==> src/rtl/xband_pkg.sv <==
// Shared types and helpers for the Xband AXI-Stream test frame source.
// State encoding, PRBS-31 tap positions and final-beat byte-enable decode.
package xband_pkg;

  typedef enum logic [1:0] {IDLE, SEND, GAP} src_state_t;

  localparam int PRBS31_TAP_A = 31;
  localparam int PRBS31_TAP_B = 28;

  // Byte enables of the final beat from the frame length modulo 4.
  function automatic logic [3:0] keep_from_rem(input logic [1:0] rem);
    case (rem)
      2'd1:    keep_from_rem = 4'h1;
      2'd2:    keep_from_rem = 4'h3;
      2'd3:    keep_from_rem = 4'h7;
      default: keep_from_rem = 4'hF;
    endcase
  endfunction

endpackage

==> src/rtl/xband_prbs32.sv <==
// PRBS-31 (x^31+x^28+1) generator producing 32 output bits per step, first bit in o_dat[0].
// o_dat is the word for the present state (or for SEED while i_load is high); load/advance move the state past it.
module xband_prbs32
  import xband_pkg::*;
#(
  parameter logic [31:0] SEED = 32'h7FFF_FFFF
) (
  input  logic        sys_clk,
  input  logic        sys_rst,
  input  logic        i_load,
  input  logic        i_adv,
  output logic [31:0] o_dat
);

  logic [30:0] r_state;
  logic [30:0] w_next;

  always_comb begin
    logic [30:0] v_s;
    logic        v_fb;
    o_dat  = '0;
    v_fb   = 1'b0;
    v_s    = i_load ? SEED[30:0] : r_state;
    for (int i = 0; i < 32; i++) begin
      v_fb     = v_s[PRBS31_TAP_A-1] ^ v_s[PRBS31_TAP_B-1];
      o_dat[i] = v_fb;
      v_s      = {v_s[29:0], v_fb};
    end
    w_next = v_s;
  end

  always_ff @(posedge sys_clk or posedge sys_rst) begin
    if (sys_rst) begin
      r_state <= SEED[30:0];
    end else if (i_load || i_adv) begin
      r_state <= w_next;
    end
  end

endmodule

==> src/rtl/xband_axis_frame_src.sv <==
// AXI4-Stream frame source: one expBytes-long pattern frame per new_frame rising edge, then a forced idle gap.
// Define XBAND_SRC_PRBS_EN for PRBS-31 payload instead of the byte counter; beats hold while tready is low.
module xband_axis_frame_src
  import xband_pkg::*;
#(
  parameter int          GAP_CYCLES  = 16,
  parameter int          FRAME_CNT_W = 16,
  parameter logic [31:0] PRBS_SEED   = 32'h7FFF_FFFF
) (
  input  logic                   sys_clk,
  input  logic                   sys_rst,
  input  logic                   enable,
  input  logic                   new_frame,
  input  logic [31:0]            expBytes,
  output logic [31:0]            m_axis_tdata,
  output logic [3:0]             m_axis_tkeep,
  output logic                   m_axis_tlast,
  output logic                   m_axis_tvalid,
  input  logic                   m_axis_tready,
  output logic                   busy,
  output logic                   frame_drop,
  output logic [FRAME_CNT_W-1:0] frame_cnt
);

  localparam int GAP_W = (GAP_CYCLES > 1) ? $clog2(GAP_CYCLES) : 1;

  if (GAP_CYCLES < 1 || PRBS_SEED[30:0] == 31'd0) begin : g_bad_param
    $error("xband_axis_frame_src: GAP_CYCLES must be >= 1 and PRBS_SEED[30:0] nonzero");
  end

  src_state_t       r_state;
  logic             r_new_frame_d;
  logic [30:0]      r_rem;
  logic [3:0]       r_last_keep;
  logic [GAP_W-1:0] r_gap;

  logic        w_rise, w_start, w_hs, w_adv;
  logic [30:0] w_words;
  logic [3:0]  w_keep0;
  logic [31:0] w_first_dat, w_next_dat;

  assign w_rise  = new_frame & ~r_new_frame_d;
  assign w_start = (r_state == IDLE) & w_rise & enable & (expBytes != 32'd0);
  assign w_hs    = m_axis_tvalid & m_axis_tready;
  assign w_adv   = w_hs & ~m_axis_tlast;
  assign w_words = {1'b0, expBytes[31:2]} + {30'd0, |expBytes[1:0]};
  assign w_keep0 = keep_from_rem(expBytes[1:0]);
  assign busy    = (r_state != IDLE);

`ifdef XBAND_SRC_PRBS_EN
  logic [31:0] w_prbs_dat;

  xband_prbs32 #(.SEED(PRBS_SEED)) u_prbs (
    .sys_clk (sys_clk),
    .sys_rst (sys_rst),
    .i_load  (w_start),
    .i_adv   (w_hs),
    .o_dat   (w_prbs_dat)
  );

  assign w_first_dat = w_prbs_dat;
  assign w_next_dat  = w_prbs_dat;
`else
  // r_base is the frame byte index of the beat currently on the bus.
  logic [7:0] r_base;
  logic [7:0] w_base_nxt;

  assign w_base_nxt  = r_base + 8'd4;
  assign w_first_dat = 32'h0302_0100;
  assign w_next_dat  = {w_base_nxt + 8'd3, w_base_nxt + 8'd2, w_base_nxt + 8'd1, w_base_nxt};

  always_ff @(posedge sys_clk or posedge sys_rst) begin
    if (sys_rst) begin
      r_base <= '0;
    end else if (w_start) begin
      r_base <= '0;
    end else if (w_adv) begin
      r_base <= w_base_nxt;
    end
  end
`endif

  always_ff @(posedge sys_clk or posedge sys_rst) begin
    if (sys_rst) begin
      r_state       <= IDLE;
      r_new_frame_d <= 1'b0;
      r_rem         <= '0;
      r_last_keep   <= '0;
      r_gap         <= '0;
      m_axis_tdata  <= '0;
      m_axis_tkeep  <= '0;
      m_axis_tlast  <= 1'b0;
      m_axis_tvalid <= 1'b0;
      frame_drop    <= 1'b0;
      frame_cnt     <= '0;
    end else begin
      r_new_frame_d <= new_frame;
      frame_drop    <= w_rise & (r_state != IDLE);
      case (r_state)
        IDLE: begin
          if (w_start) begin
            r_state       <= SEND;
            r_rem         <= w_words - 31'd1;
            r_last_keep   <= w_keep0;
            m_axis_tvalid <= 1'b1;
            m_axis_tdata  <= w_first_dat;
            m_axis_tlast  <= (w_words == 31'd1);
            m_axis_tkeep  <= (w_words == 31'd1) ? w_keep0 : 4'hF;
          end
        end
        SEND: begin
          if (w_hs && m_axis_tlast) begin
            r_state       <= GAP;
            r_gap         <= '0;
            m_axis_tvalid <= 1'b0;
            m_axis_tlast  <= 1'b0;
            m_axis_tkeep  <= '0;
            frame_cnt     <= frame_cnt + 1'b1;
          end else if (w_hs) begin
            // r_rem counts beats still to come after the one on the bus.
            r_rem        <= r_rem - 31'd1;
            m_axis_tdata <= w_next_dat;
            m_axis_tlast <= (r_rem == 31'd1);
            m_axis_tkeep <= (r_rem == 31'd1) ? r_last_keep : 4'hF;
          end
        end
        GAP: begin
          if (r_gap == GAP_W'(GAP_CYCLES - 1)) begin
            r_state <= IDLE;
          end else begin
            r_gap <= r_gap + 1'b1;
          end
        end
        default: r_state <= IDLE;
      endcase
    end
  end

endmodule

==> config.mk <==
export PLATFORM = sky130hd
export DESIGN_NAME = xband_axis_frame_src
export DESIGN_NICKNAME = d
export VERILOG_FILES = /design/src/rtl/xband_pkg.sv /design/src/rtl/xband_prbs32.sv /design/src/rtl/xband_axis_frame_src.sv
export SDC_FILE = /design/constraint.sdc
export NUM_CORES = 1
export LEC_CHECK = 0
export ABC_AREA = 1
export BUFFER_PORTS_ARGS = -buffer_cell sky130_fd_sc_hd__clkbuf_2
export CAP_MARGIN = 10
export CORE_MARGIN = 2
export CORE_UTILIZATION = 30
export CTS_BUF_LIST = sky130_fd_sc_hd__clkbuf_2
export CTS_CLUSTER_SIZE = 28
export DETAILED_ROUTE_END_ITERATION = 10
export GPL_TIMING_DRIVEN = 0
export PLACE_DENSITY = 0.49
export SETUP_SLACK_MARGIN = 0.15
export SYNTH_ARGS = -nofsm -noshare
export SYNTH_HDL_FRONTEND = slang
export SYNTH_SLANG_ARGS = --single-unit
==> constraint.sdc <==
create_clock -name sys_clk -period 8.4 [get_ports sys_clk]
set_clock_uncertainty 0.15 [all_clocks]
set_input_delay 1.26 -clock sys_clk [delete_from_list [all_inputs] [get_ports sys_clk]]
set_output_delay 1.26 -clock sys_clk [all_outputs]
set_load 0.01 [all_outputs]
* Word-level counts from Yosys, hierarchy flattened *
Cells that the tools add are included.

operators by class
  $add $sub $neg = 9
  equal/unequal tests = 15
  multiplexer cells = 31
  bitwise logic cells = 9
  reduce and logical (&&, ||, !) cells = 15

operator list
  kind                   number
  $mux 32                3
  $mux 31                3
  $pmux 32 s2            1
  $eq 31x1->1 const B    2
  $pmux 31 s2            1
  $sub 31x1->31 const B  2
  $reduce_bool 32->1     1
  $add 30x1->31          1
  $mux 4                 7
  $add 16x1->16 const B  1
  $add 8x2->8 const B    2
  $mux 8                 2
  $pmux 4 s2             2
  $ne 2x2->1 const B     6
  $pmux 4 s3             1
  $reduce_and 3->1       4
  $add 8x1->8 const B    1
  $add 8x3->8 const B    1
  $reduce_bool 2->1      4
  $and 1x1->1            7
  $eq 2x2->1 const B     3
  $mux 2                 3
  $pmux 2 s3             1
  $mux 1                 5
  11 further kinds       15

storage, ports and cells
  register bits after elaboration = 105
  input bits = 37
  logic and storage cells = 91

* Depth between registers and ports, before layout *
Gate-level depths: netlist (run 1).

  word-level depth = 7
  mapped depth = 20

* Least setup slack after synthesis (run 1) *
No wires, ideal clock.

  path type = input-to-reg
  start = input port expBytes[0]
  end = register m_axis_tkeep[1]
  library setup time = 0.118 ns
  arrival = 3.197 ns
  required time = 8.132 ns
  setup slack = 4.935 ns
  stages on the path = 16
  cells stage by stage = inv_1 ha_1 inv_1 ha_1 ha_1 nand2_2 nor2_4 nand2_4 nand2_2 nand2_4 nor2_4 nand2_1 nor3_1 nand3_1 a21oi_1 nor2_1

between the ends
  cells in the longest elaborated chain, start to end = 6
  elaborated cells on any way between the ends = 14
  those cells by class = 1 x add/sub; 5 x eq/ne; 4 x mux; 1 x bitwise; 3 x reduce/logical

ends and longest elaborated chain
  item                  line                         RTL
  from (decl)           xband_axis_frame_src.sv:14   input logic [31:0] expBytes,
  $reduce_or 2->1       xband_axis_frame_src.sv:46   assign w_words = {1'b0, expBytes[31:2]} + {30'd0, |expBytes[1:0]};
  $add 30x1->31         xband_axis_frame_src.sv:46
  $eq 31x1->1           xband_axis_frame_src.sv:108  m_axis_tkeep <= (w_words == 31'd1) ? w_keep0 : 4'hF;
  $mux 4                xband_axis_frame_src.sv:108
  $mux 4                xband_axis_frame_src.sv:101  if (w_start) begin
  $pmux 4 s2            xband_axis_frame_src.sv:99   case (r_state)
  to (signal assigned)  xband_axis_frame_src.sv:108
  to (signal assigned)  xband_axis_frame_src.sv:124  m_axis_tkeep <= (r_rem == 31'd1) ? r_last_keep : 4'hF;
  to (decl)             xband_axis_frame_src.sv:16   output logic [3:0] m_axis_tkeep,

Parallel ways exist; a longest one is shown, timed or not. The select of a mux whose other input is x is not followed.
A chain may end at the register's enable or synchronous reset.

* Worst setup path in the final report (run 1) *
Ends and elaborated chain as after synthesis.

==> flow_summary_export.csv, run 1 <==
group,metric,value,unit
run_status,outcome,"finished, final reports clean",
placed_design,globalplace.congestion,0.8808,
power_and_ir_drop,power_density,221.7,nW/um2
cells_and_area,area_delta_synth_final,14.30,%
sta,finalSetupViolCount,0,
sta,max_freq,269.2,MHz
route,postRouteAntennaNets,0,
worst_setup_path,cp.depth,17,
cells_and_area,drive_gt1_frac,0.1885,
worst_setup_path,critPathLaunchType,"input port",
sta,period_share,0.4422,
global_route,first_global_vias,6239,
synthesis,async_reset_ff_frac,1.000,
sta,rsz0062_at_grt,"no",
synthesis,synth_edf_count,0,
power_and_ir_drop,p_switching,815.6,uW
floorplan,die_y,154.6,um
clock_network,post_cts_buffers,0,
synthesis,syn_area_per_cell,6.621,um2
clock_network,clk_pin_slew,0.29,ns
worst_setup_path,crit_path_end_kind,"register",
power_and_ir_drop,power_leakage,0.003800,uW
cells_and_area,fin_util,0.3465,
flow_run,cap_violations,0,
cells_and_area,regArea,2127,um2
worst_setup_path,slowest_stage,"nor3_1",
power_and_ir_drop,p_seq_frac,0.398,
synthesis,synthFlopType,"dfrtp_1",
floorplan,initial_utilization,0.3031,
global_route,track_usage,0.1716,
floorplan,placementRows,55,
power_and_ir_drop,clockPowerShare,0.145,
global_route,grt_max_degree,52,
route,drc,0,
power_and_ir_drop,p_comb_frac,0.456,
floorplan,die_w,154.6,um
sta,slew_headroom,0.5620,
power_and_ir_drop,p_sw_frac,0.4733,
sta,drv_slew,0,
placed_design,io_buffers,88,
global_route,antenna_found_initial,1,
global_route,globalRoute.totalOverflow,0,
cells_and_area,multi_input_area,4051,um2
synthesis,synth_area,6800,um2
sta,hold_viol,0,
route,first_pass_iters,7,
synthesis,ys_types,43,
synthesis,synth-warning-count,0,
worst_setup_path,cp_common_cell,"ha_1",
sta,setup_tns,0,ns
clock_network,clk_latency,0.60,ns
hold_path,hold_class,"reg -> reg",
synthesis,ys_top_cells_by_area,"dfrtp_1 31%, nand2_1 15%, nor2_1 7.8%, nand3_1 6.3%, inv_1 5.8%",
floorplan,core_area,22430,um2
route,drt_wl_total,19850,um
worst_setup_path,crit_family,"simple AND/OR/NAND/NOR gates",
clock_network,clk_path_buf_depth,2,
worst_setup_path,slowest_delay,0.48,ns
clock_network,clock_tree.root_cell,"clkbuf_2",
route,via_per_inst,4.733,
cells_and_area,fill_cells,2527,
worst_setup_path,worstPathRequired,8.76,ns
route,wl_per_cell,13.97,um
clock_network,numCtsBuffers,9,
power_and_ir_drop,p_total,1723,uW
synthesis,synthTopCellsByCount,"276 x nand2_1, 141 x nor2_1, 105 x inv_1",
worst_setup_path,r2r_cells,10,
clock_network,clock-sinks,85,
synthesis,ys_ff_latch,85,
worst_setup_path,crit_chain,"clkbuf_2, inv_1, ha_1, inv_1, ha_1, ha_1, nand2_2, nor2_4, nand2_4, nand2_2, nand2_4, nor2_4, nand2_1, nor3_1, nand3_1, a21oi_1, nor2_1",
worst_setup_path,cp.arrival,4.07,ns
worst_setup_path,criticalPathCategory,"in -> reg",
route,drt_iter0_drc,462,
synthesis,synth_most_common_cell,"nand2_1",
synthesis,yosysTopAreaCellShare,0.3128,
floorplan,fp.dieArea,23890,um2
sta,fin_crit,3.715,ns
floorplan,pin_count,93,
sta,worst_pin_slew,0.6571,ns
clock_network,htree_levels,3,
placed_design,dpl.hpwl,16160,um
worst_setup_path,crit_buf_inv,3,
synthesis,synth_top_area_cell,"dfrtp_1",
power_and_ir_drop,peakVddDrop,95.62,uV
synthesis,syn-instance-count,1027,
clock_network,ctsResizeCount,0,
power_and_ir_drop,internal-power,907.6,uW
route,vias,6726,
synthesis,yosysSeqAreaShare,0.3128,
hold_path,hold_path_depth,1,
global_route,grt_pass1_wl,32710,um
clock_network,holdBufCountCts,0,
clock_network,cts_tree,"done",
cells_and_area,nets,1180,
worst_setup_path,cp_max_fo,7,
-- final cells by class --
cell class | count | share of cell area
multi-input combinational | 798 | 0.5213
tap | 285 | 0.04588
antenna | 1 | 0.0003220
inverter | 113 | 0.05489
timing repair buffer | 89 | 0.06021
buffer | 34 | 0.02688
clock inverter | 7 | 0.01111
clock buffer | 9 | 0.005795
sequential | 85 | 0.2737
-- cell usage in the layout (no fill, tap or decap), types with 20 or more instances in the layout --
master / count
a21oi_1: 48
buf_4: 20
clkbuf_2: 97
dfrtp_1: 85
inv_1: 104
nand2_1: 276
nand2_2: 20
nand3_1: 86
nand4_1: 29
nor2_1: 141
o21ai_0: 49
xor2_1: 20
-- metal layers --
layer	routed length [um]	vias to the layer above	GRT usage
met3	646	28	0.01793
met1	9920	3049	0.2449
li1	-	3507	-
met2	8751	142	0.2715
met5	0	-	0
met4	529	0	0.05732
-- power by group through the flow --
stage | clock, uW | sequential (uW) | combinational (uW)
global route | 276 | 714 | 897
detailed placement | 0 | 693 | 795
finish | 251 | 686 | 787
CTS | 260 | 685 | 796
global placement | 0 | 693 | 787
floorplan | 0 | 677 | 535
-- registers in the layout, indices dropped and copies added (netlist names) --
name / cells
r_base: 6
m_axis_tvalid: 1
r_new_frame_d: 1
r_last_keep: 4
m_axis_tdata: 14
frame_drop: 1
m_axis_tkeep: 4
m_axis_tlast: 1
r_state: 2
frame_cnt: 16
r_rem: 31
r_gap: 4
-- through the flow --
step,instance area [um2],hold slack [ns],std cells,setup slack (ns)
after floorplan,6812,0.2912,1030,4.797
after global placement,7609,0.3051,1403,3.484
after detailed placement,7639,0.3061,1404,4.022
after CTS,7770,0.3393,1420,4.698
after global routing,7772,0.3654,1421,4.461
final,7772,0.3340,1421,4.685
-- kinds of logic after synthesis --
logic type	Yosys count	share of synthesized area
buf+inv	147	0.09310
simple gates	629	0.4335
other cells	1	0.0005514
fa+ha+maj	13	0.02392
flops	85	0.3128
xor+xnor	28	0.03606
compound gates	124	0.1001
-- final timing paths --
kind                               start              end  slack [ns]
max reg2reg                   r_state[1]         r_rem[6]        5.49
max                          expBytes[0]  m_axis_tkeep[1]        4.69
min reg2reg                frame_cnt[15]    frame_cnt[15]        0.33
max in group asynchronous        sys_rst        r_rem[10]        6.98
min                        frame_cnt[15]    frame_cnt[15]        0.33
min in group asynchronous        sys_rst     frame_cnt[5]        0.47
Power figures use the tool's default switching activity.
==> run 2, diff against run 1 <==
--- a/config.mk
+++ b/config.mk
@@ -5,7 +5,7 @@
 export SDC_FILE = /design/constraint.sdc
 export NUM_CORES = 1
 export LEC_CHECK = 0
-export ABC_AREA = 1
+export ABC_AREA = 0
 export BUFFER_PORTS_ARGS = -buffer_cell sky130_fd_sc_hd__clkbuf_2
 export CAP_MARGIN = 10
 export CORE_MARGIN = 2
@@ -14,7 +14,7 @@
 export CTS_CLUSTER_SIZE = 28
 export DETAILED_ROUTE_END_ITERATION = 10
 export GPL_TIMING_DRIVEN = 0
-export PLACE_DENSITY = 0.49
+export PLACE_DENSITY = 0.51
 export SETUP_SLACK_MARGIN = 0.15
 export SYNTH_ARGS = -nofsm -noshare
 export SYNTH_HDL_FRONTEND = slang
==> constraint.sdc (replaced) <==
create_clock -name sys_clk -period 3 [get_ports sys_clk]
set_clock_uncertainty 0.15 [all_clocks]
set_input_delay 0.45 -clock sys_clk [delete_from_list [all_inputs] [get_ports sys_clk]]
set_output_delay 0.45 -clock sys_clk [all_outputs]
set_load 0.01 [all_outputs]
==> run 2 against run 1 <==
Compared with the run above: via count down 11%; non-clock buffer count grew 38; sequential share of layout area up 0.24 points; synthesized area fell by 7.6%; worst hold slack worse by 0.25 ns; final area decreased by 0.89%; clock power up 140%; setup slack got worse by 4.5 ns; critical path type unchanged; critical endpoint is now r_rem[29]; largest power group is now sequential cells.
==> flow_summary_export.csv, run 2 <==
group,metric,value,unit
run_status,outcome,"finished, final reports clean",
route,drt_wl_total,18520,um
route,drc,0,
power_and_ir_drop,p_comb_frac,0.424,
synthesis,async_reset_ff_frac,1.000,
global_route,top_usage_layer,"met2",
hold_path,hold_path_depth,4,
cells_and_area,drive_gt1_frac,0.2503,
synthesis,synth_most_common_cell,"dfrtp_1",
sta,finalSetupViolCount,0,
synthesis,synth_edf_count,0,
clock_network,numCtsBuffers,9,
sta,worst_hold_slack,0.08577,ns
worst_setup_path,cp_max_fo,8,
worst_setup_path,crit_chain,"buf_6, inv_12, ha_4, inv_4, ha_4, ha_4, buf_12, and3_4, buf_8, xnor2_2, a22oi_2, or3_4, buf_6, nor3_4, buf_6, nand4_1, xnor2_2, o221ai_1",
power_and_ir_drop,p_seq_frac,0.433,
placed_design,dpl_cell_area,7172,um2
synthesis,yosysSeqAreaShare,0.3384,
worst_setup_path,worstPathRequired,3.27,ns
hold_path,min_to,"m_axis_tkeep[2]",
worst_setup_path,crit_family,"simple AND/OR/NAND/NOR gates",
cells_and_area,largest_registers,"r_rem (31), frame_cnt (16), m_axis_tdata (14)",
power_and_ir_drop,p_sw_frac,0.4240,
global_route,grt_util_met3,0.02171,
clock_network,cts_tree,"done",
synthesis,syn_area_per_cell,8.239,um2
worst_setup_path,slowest_stage,"or3_4",
synthesis,syn-instance-count,763,
power_and_ir_drop,p_total,4290,uW
global_route,track_usage,0.1663,
cells_and_area,layout_commonest_cell,"clkbuf_2",
worst_setup_path,crit_buf_inv,7,
hold_path,hold_class,"in -> reg",
power_and_ir_drop,clockPowerShare,0.143,
global_route,grt_pass1_wl,29370,um
power_and_ir_drop,power_leakage,0.003270,uW
worst_setup_path,rrSetupSlack,0.26,ns
power_and_ir_drop,p_switching,1819,uW
power_and_ir_drop,power_density,556.9,nW/um2
cells_and_area,nets,928,
worst_setup_path,criticalPathCategory,"in -> reg",
power_and_ir_drop,peakVddDrop,204.4,uV
sta,period_share,0.9474,
global_route,grt_max_degree,58,
sta,max_freq,351.8,MHz
cells_and_area,area_delta_synth_final,22.55,%
global_route,first_global_vias,5418,
floorplan,die_w,148.8,um
cells_and_area,regMostFlops,"r_rem",
synthesis,ys_top_cells_by_area,"dfrtp_1 34%, xnor2_1 7.0%, nor2_1 4.4%, nand2_1 4.2%, o21ai_0 3.4%",
floorplan,core_area,20430,um2
placed_design,io_buffers,75,
sta,hold_viol,0,
route,drt_iter0_drc,337,
sta,rsz0062_at_grt,"no",
sta,slew_headroom,0.5632,
route,vias,5980,
floorplan,fp.dieArea,22130,um2
clock_network,htree_levels,3,
floorplan,placementRows,52,
synthesis,synth_area,6286,um2
route,via_per_inst,5.182,
cells_and_area,layout_common_cells,"86 x clkbuf_2, 85 x dfrtp_1, 73 x nor2_1",
floorplan,die_y,148.8,um
worst_setup_path,r2r_cells,7,
clock_network,clk_latency,0.58,ns
global_route,antenna_found_initial,1,
cells_and_area,fill_cells,2202,
worst_setup_path,slowest_delay,0.38,ns
worst_setup_path,crit_path_end_kind,"register",
cells_and_area,regArea,2127,um2
synthesis,ys_types,71,
synthesis,synth-warning-count,0,
floorplan,initial_utilization,0.3077,
route,wl_per_cell,16.05,um
sta,drv_slew,0,
worst_setup_path,cp.arrival,3.12,ns
synthesis,synthFlopType,"dfrtp_1",
global_route,gr-usage-met1,0.2474,
placed_design,globalplace.congestion,0.8357,
cells_and_area,multi_input_area,4038,um2
synthesis,synthTopCellsByCount,"85 x dfrtp_1, 74 x nor2_1, 71 x nand2_1",
clock_network,clk_pin_slew,0.22,ns
placed_design,dpl.hpwl,13900,um
cells_and_area,instances_no_fill,1154,
cells_and_area,fin_util,0.3771,
flow_run,cap_violations,0,
cells_and_area,largest_reg_flops,31,
synthesis,ys_ff_latch,85,
hold_path,hp-start,"expBytes[0]",
global_route,grt_use_met2,0.2505,
worst_setup_path,critPathLaunchType,"input port",
sta,worst_pin_slew,0.6553,ns
global_route,globalRoute.totalOverflow,0,
synthesis,synth_top_area_cell,"dfrtp_1",
route,postRouteAntennaNets,0,
cells_and_area,fin_area,7704,um2
worst_setup_path,worstReg2RegEnd,"m_axis_tkeep[2]",
placed_design,dp.cells,1112,
clock_network,clk_path_buf_depth,2,
synthesis,yosysTopAreaCellShare,0.3384,
floorplan,pin_count,93,
clock_network,clock-sinks,85,
power_and_ir_drop,internal-power,2471,uW
route,first_pass_iters,5,
clock_network,clock_tree.root_cell,"clkbuf_2",
worst_setup_path,timing.rr.start,"r_rem[14]",
sta,fin_crit,2.842,ns
[run 2: stage by stage]
| stage | worst slack, ns | setup TNS (ns) |
|---|---|---|
| floorplan | -0.1569 | -0.3078 |
| global placement | -0.9826 | -109.69 |
| detailed placement | -0.8122 | -27.63 |
| CTS | 0.1506 | 0 |
| global route | 0.1240 | 0 |
| finish | 0.1578 | 0 |
[run 2: layer usage]
| metal | vias to the layer above | part of all wire |
|---|---|---|
| met2 | 180 | 0.43 |
| li1 | 2951 | - |
| met5 | - | 0 |
| met1 | 2827 | 0.50 |
| met3 | 22 | 0.051 |
| met4 | 0 | 0.018 |
[run 2: area by class of cell]
cell class                 instances  area share
sequential                        85      0.2761
multi-input combinational        603      0.5241
tap                              270     0.04385
inverter                          18     0.01137
clock inverter                     6    0.008283
buffer                            60     0.05002
clock buffer                      10    0.006497
timing repair buffer             101     0.07942
antenna                            1   0.0003248
[run 2: what timing repair did]
action                                  4_1_cts  5_1_grt
gates cloned                                  0        0
pin swaps                                     7       16
hold endpoints to repair                     30        0
buffers inserted                              8       15
endpoints found under the setup margin       34       25
gates resized for setup                      12       39
hold buffers                                  2        0
[run 2: cells by family (layout without fill, tap and decap cells)]
family                     Yosys count  in the layout  synth area share
and+or+nand+nor                    340            340            0.2878
AOI/OAI and AO/OA                  169            169            0.1724
other                                1              5         0.0005966
xor gates and xnor gates            73             73            0.1017
buffers and inverters               78            195           0.06668
muxes                                4              4          0.006569
adders and majority gates           13             13           0.02588
DFF                                 85             85            0.3384
[run 2: worst reg2reg max path, stage by stage, from the launching register on]
cell	delay [ns]
dfrtp_1	0.46
or3_1	0.43
or4_4	0.57
or4_4	0.58
o21ai_1	0.13
and2_1	0.15
o2bb2ai_1	0.11
a31oi_1	0.05
[run 2: worst max path at each step]
stage                            start         to  slack (ns)  cells after the start
after floorplan            expBytes[1]  r_rem[21]       -0.16                     14
after global placement         sys_rst  r_rem[26]       -0.98                      2
after detailed placement  expBytes[24]  r_rem[23]       -0.81                      9
after CTS                  expBytes[1]  r_rem[29]        0.15                     18
after global routing       expBytes[1]  r_rem[11]        0.12                     18
final                      expBytes[1]  r_rem[29]        0.16                     18
[run 2: power by group through the flow]
stage | Sequential (uW) | Combinational (uW) | Clock [uW]
finish | 1860 | 1820 | 613
global route | 1920 | 2040 | 685
CTS | 1850 | 1780 | 637
detailed placement | 1880 | 1760 | 0
global placement | 1880 | 1740 | 0
floorplan | 1840 | 1190 | 0
==> run 3, diff against run 2 <==
--- a/config.mk
+++ b/config.mk
@@ -5,7 +5,7 @@
 export SDC_FILE = /design/constraint.sdc
 export NUM_CORES = 1
 export LEC_CHECK = 0
-export ABC_AREA = 0
+export ABC_AREA = 1
 export BUFFER_PORTS_ARGS = -buffer_cell sky130_fd_sc_hd__clkbuf_2
 export CAP_MARGIN = 10
 export CORE_MARGIN = 2
==> run 3 against run 2 <==
Compared with the run above: critical path depth did not move; sequential power rose by 3%; power rose by 9.3%; die area rose by 8.0%; global-route usage rose by 0.092 points; critical path type unchanged; sequential cell count did not move; final area rose by 1.1%; largest power group is now combinational cells; largest cell class unchanged.
==> flow_summary_export.csv, run 3 (synthesized netlist as in run 1, its figures left out) <==
group,metric,value,unit
run_status,outcome,"finished, final reports clean",
sta,setup_tns,0,ns
route,vias,6673,
sta,hold_viol,0,
sta,rsz0062_at_grt,"no",
placed_design,dpl_cell_area,7639,um2
global_route,track_usage,0.1672,
global_route,globalRoute.totalOverflow,0,
floorplan,placementRows,55,
worst_setup_path,worstPathRequired,3.39,ns
worst_setup_path,crit_start,"expBytes[0]",
placed_design,io_buffers,88,
global_route,grt_max_degree,52,
cells_and_area,largest_registers,"r_rem (31), frame_cnt (16), m_axis_tdata (14)",
sta,slew_headroom,0.6097,
route,postRouteAntennaNets,0,
cells_and_area,drive_gt1_frac,0.1939,
clock_network,numCtsBuffers,9,
floorplan,pin_count,93,
power_and_ir_drop,clockPowerShare,0.122,
power_and_ir_drop,p_sw_frac,0.4785,
worst_setup_path,criticalPathCategory,"in -> reg",
global_route,first_global_vias,6098,
route,drc,0,
sta,period_share,0.8888,
floorplan,die_y,154.6,um
cells_and_area,regMostFlops,"r_rem",
sta,worst_pin_slew,0.5854,ns
sta,fin_crit,2.666,ns
global_route,grt_pass1_wl,31970,um
clock_network,clk_path_buf_depth,2,
cells_and_area,fin_area,7791,um2
clock_network,cts_tree,"done",
power_and_ir_drop,p_switching,2244,uW
power_and_ir_drop,p_total,4690,uW
floorplan,fp.dieArea,23890,um2
route,via_per_inst,4.680,
cells_and_area,layout_common_cells,"276 x nand2_1, 140 x nor2_1, 103 x inv_1",
clock_network,clk_pin_slew,0.29,ns
worst_setup_path,critPathLaunchType,"input port",
cells_and_area,fin_util,0.3473,
clock_network,clock-sinks,85,
placed_design,dpl.hpwl,15900,um
hold_path,hp-start,"expBytes[1]",
global_route,antenna_found_initial,1,
power_and_ir_drop,internal-power,2446,uW
floorplan,initial_utilization,0.3031,
route,drt_wl_total,19530,um
clock_network,clk_latency,0.61,ns
power_and_ir_drop,power_leakage,0.003810,uW
floorplan,core_area,22430,um2
power_and_ir_drop,p_comb_frac,0.469,
cells_and_area,layout_commonest_cell,"nand2_1",
hold_path,hold_class,"in -> reg",
cells_and_area,area_delta_synth_final,14.57,%
sta,max_freq,375.0,MHz
power_and_ir_drop,peakVddDrop,201.5,uV
floorplan,die_w,154.6,um
route,first_pass_iters,6,
cells_and_area,nets,1185,
route,wl_per_cell,13.69,um
worst_setup_path,cp.arrival,3.06,ns
flow_run,cap_violations,0,
route,drt_iter0_drc,476,
cells_and_area,largest_reg_flops,31,
cells_and_area,fill_cells,2500,
sta,drv_slew,0,
worst_setup_path,crit_path_end_kind,"register",
sta,finalSetupViolCount,0,
worst_setup_path,cp_max_fo,5,
clock_network,clock_tree.root_cell,"clkbuf_2",
power_and_ir_drop,p_seq_frac,0.409,
power_and_ir_drop,power_density,601.9,nW/um2
worst_setup_path,timing.rr.start,"r_state[1]",
placed_design,globalplace.congestion,0.9232,
clock_network,htree_levels,3,
run 3: cell types whose count changed in the layout (fill, tap and decap cells not counted), sizes merged, moves of 10 or more:
| cell | before | now |
|---|---|---|
| and3 | 16 | 2 |
| buf | 66 | 31 |
| a21oi | 40 | 50 |
| nor3 | 37 | 14 |
| or3 | 17 | 0 |
| nor2 | 74 | 177 |
| inv | 17 | 115 |
| a21o | 11 | 0 |
| nand2 | 72 | 299 |
| xnor2 | 50 | 8 |
| nand3 | 38 | 89 |
run 3: timing repair:
action	in CTS	in global routing
endpoints found under the hold margin	36	0
endpoints found under the setup margin	0	19
hold buffers	2	0
setup buffers	0	3
resized for setup	0	8
run 3: metal layers:
metal,GRT usage,wire length [um]
met5,0,0
met4,0.05688,489
met3,0.02017,767
met2,0.2662,8669
met1,0.2354,9601
run 3: final timing paths:
check / end / slack, ns / depth (start not counted)
max: r_rem[18] / 0.33 / 18
min: r_last_keep[2] / 0.08 / 4
max reg2reg: r_rem[11] / 0.48 / 10
min reg2reg: frame_cnt[15] / 0.33 / 1
max in group asynchronous: m_axis_tdata[31] / 1.83 / 4
min in group asynchronous: frame_drop / 0.21 / 3
run 3: worst max-delay path: stages:
cell      delay, ns
clkbuf_2       0.09
inv_1          0.04
ha_1           0.19
inv_2          0.15
ha_1           0.18
ha_2           0.26
inv_1          0.10
ha_1           0.17
nand2_1        0.10
nor2_2         0.13
nand2_1        0.09
nor2_2         0.12
nand3_1        0.13
nor2_2         0.18
nand2_1        0.13
o21ai_0        0.34
nand3_1        0.11
nand2_1        0.08
run 3: power groups by stage:
stage	sequential [uW]	clock (uW)	combinational, uW
after detailed placement	1940	0	2210
final	1920	572	2200
after CTS	1920	604	2210
after global placement	1940	0	2190
after floorplan	1890	0	1500
after global routing	1990	646	2500
run 3: final cells by class:
| type | count | area, um2 | share of cell area |
|---|---|---|---|
| Multi-Input combinational cell | 798 | 4061 | 0.5213 |
| Antenna cell | 1 | 2.502 | 0.0003212 |
| Sequential cell | 85 | 2127 | 0.2730 |
| Clock buffer | 9 | 45.04 | 0.005781 |
| Tap cell | 285 | 356.6 | 0.04577 |
| Timing Repair Buffer | 94 | 510.5 | 0.06552 |
| Buffer | 34 | 211.5 | 0.02714 |
| Inverter | 113 | 426.7 | 0.05476 |
| Clock inverter | 7 | 50.05 | 0.006424 |
run 3: per-stage QoR:
| step | hold WS, ns | worst slack [ns] | cells |
|---|---|---|---|
| after floorplan | 0.2912 | 0.2065 | 1030 |
| after global placement | 0.3051 | -1.047 | 1403 |
| after detailed placement | 0.3087 | -0.5356 | 1404 |
| after CTS | 0.01912 | 0.1622 | 1422 |
| after global routing | 0.04041 | 0.1589 | 1426 |
| final | 0.07842 | 0.3336 | 1426 |
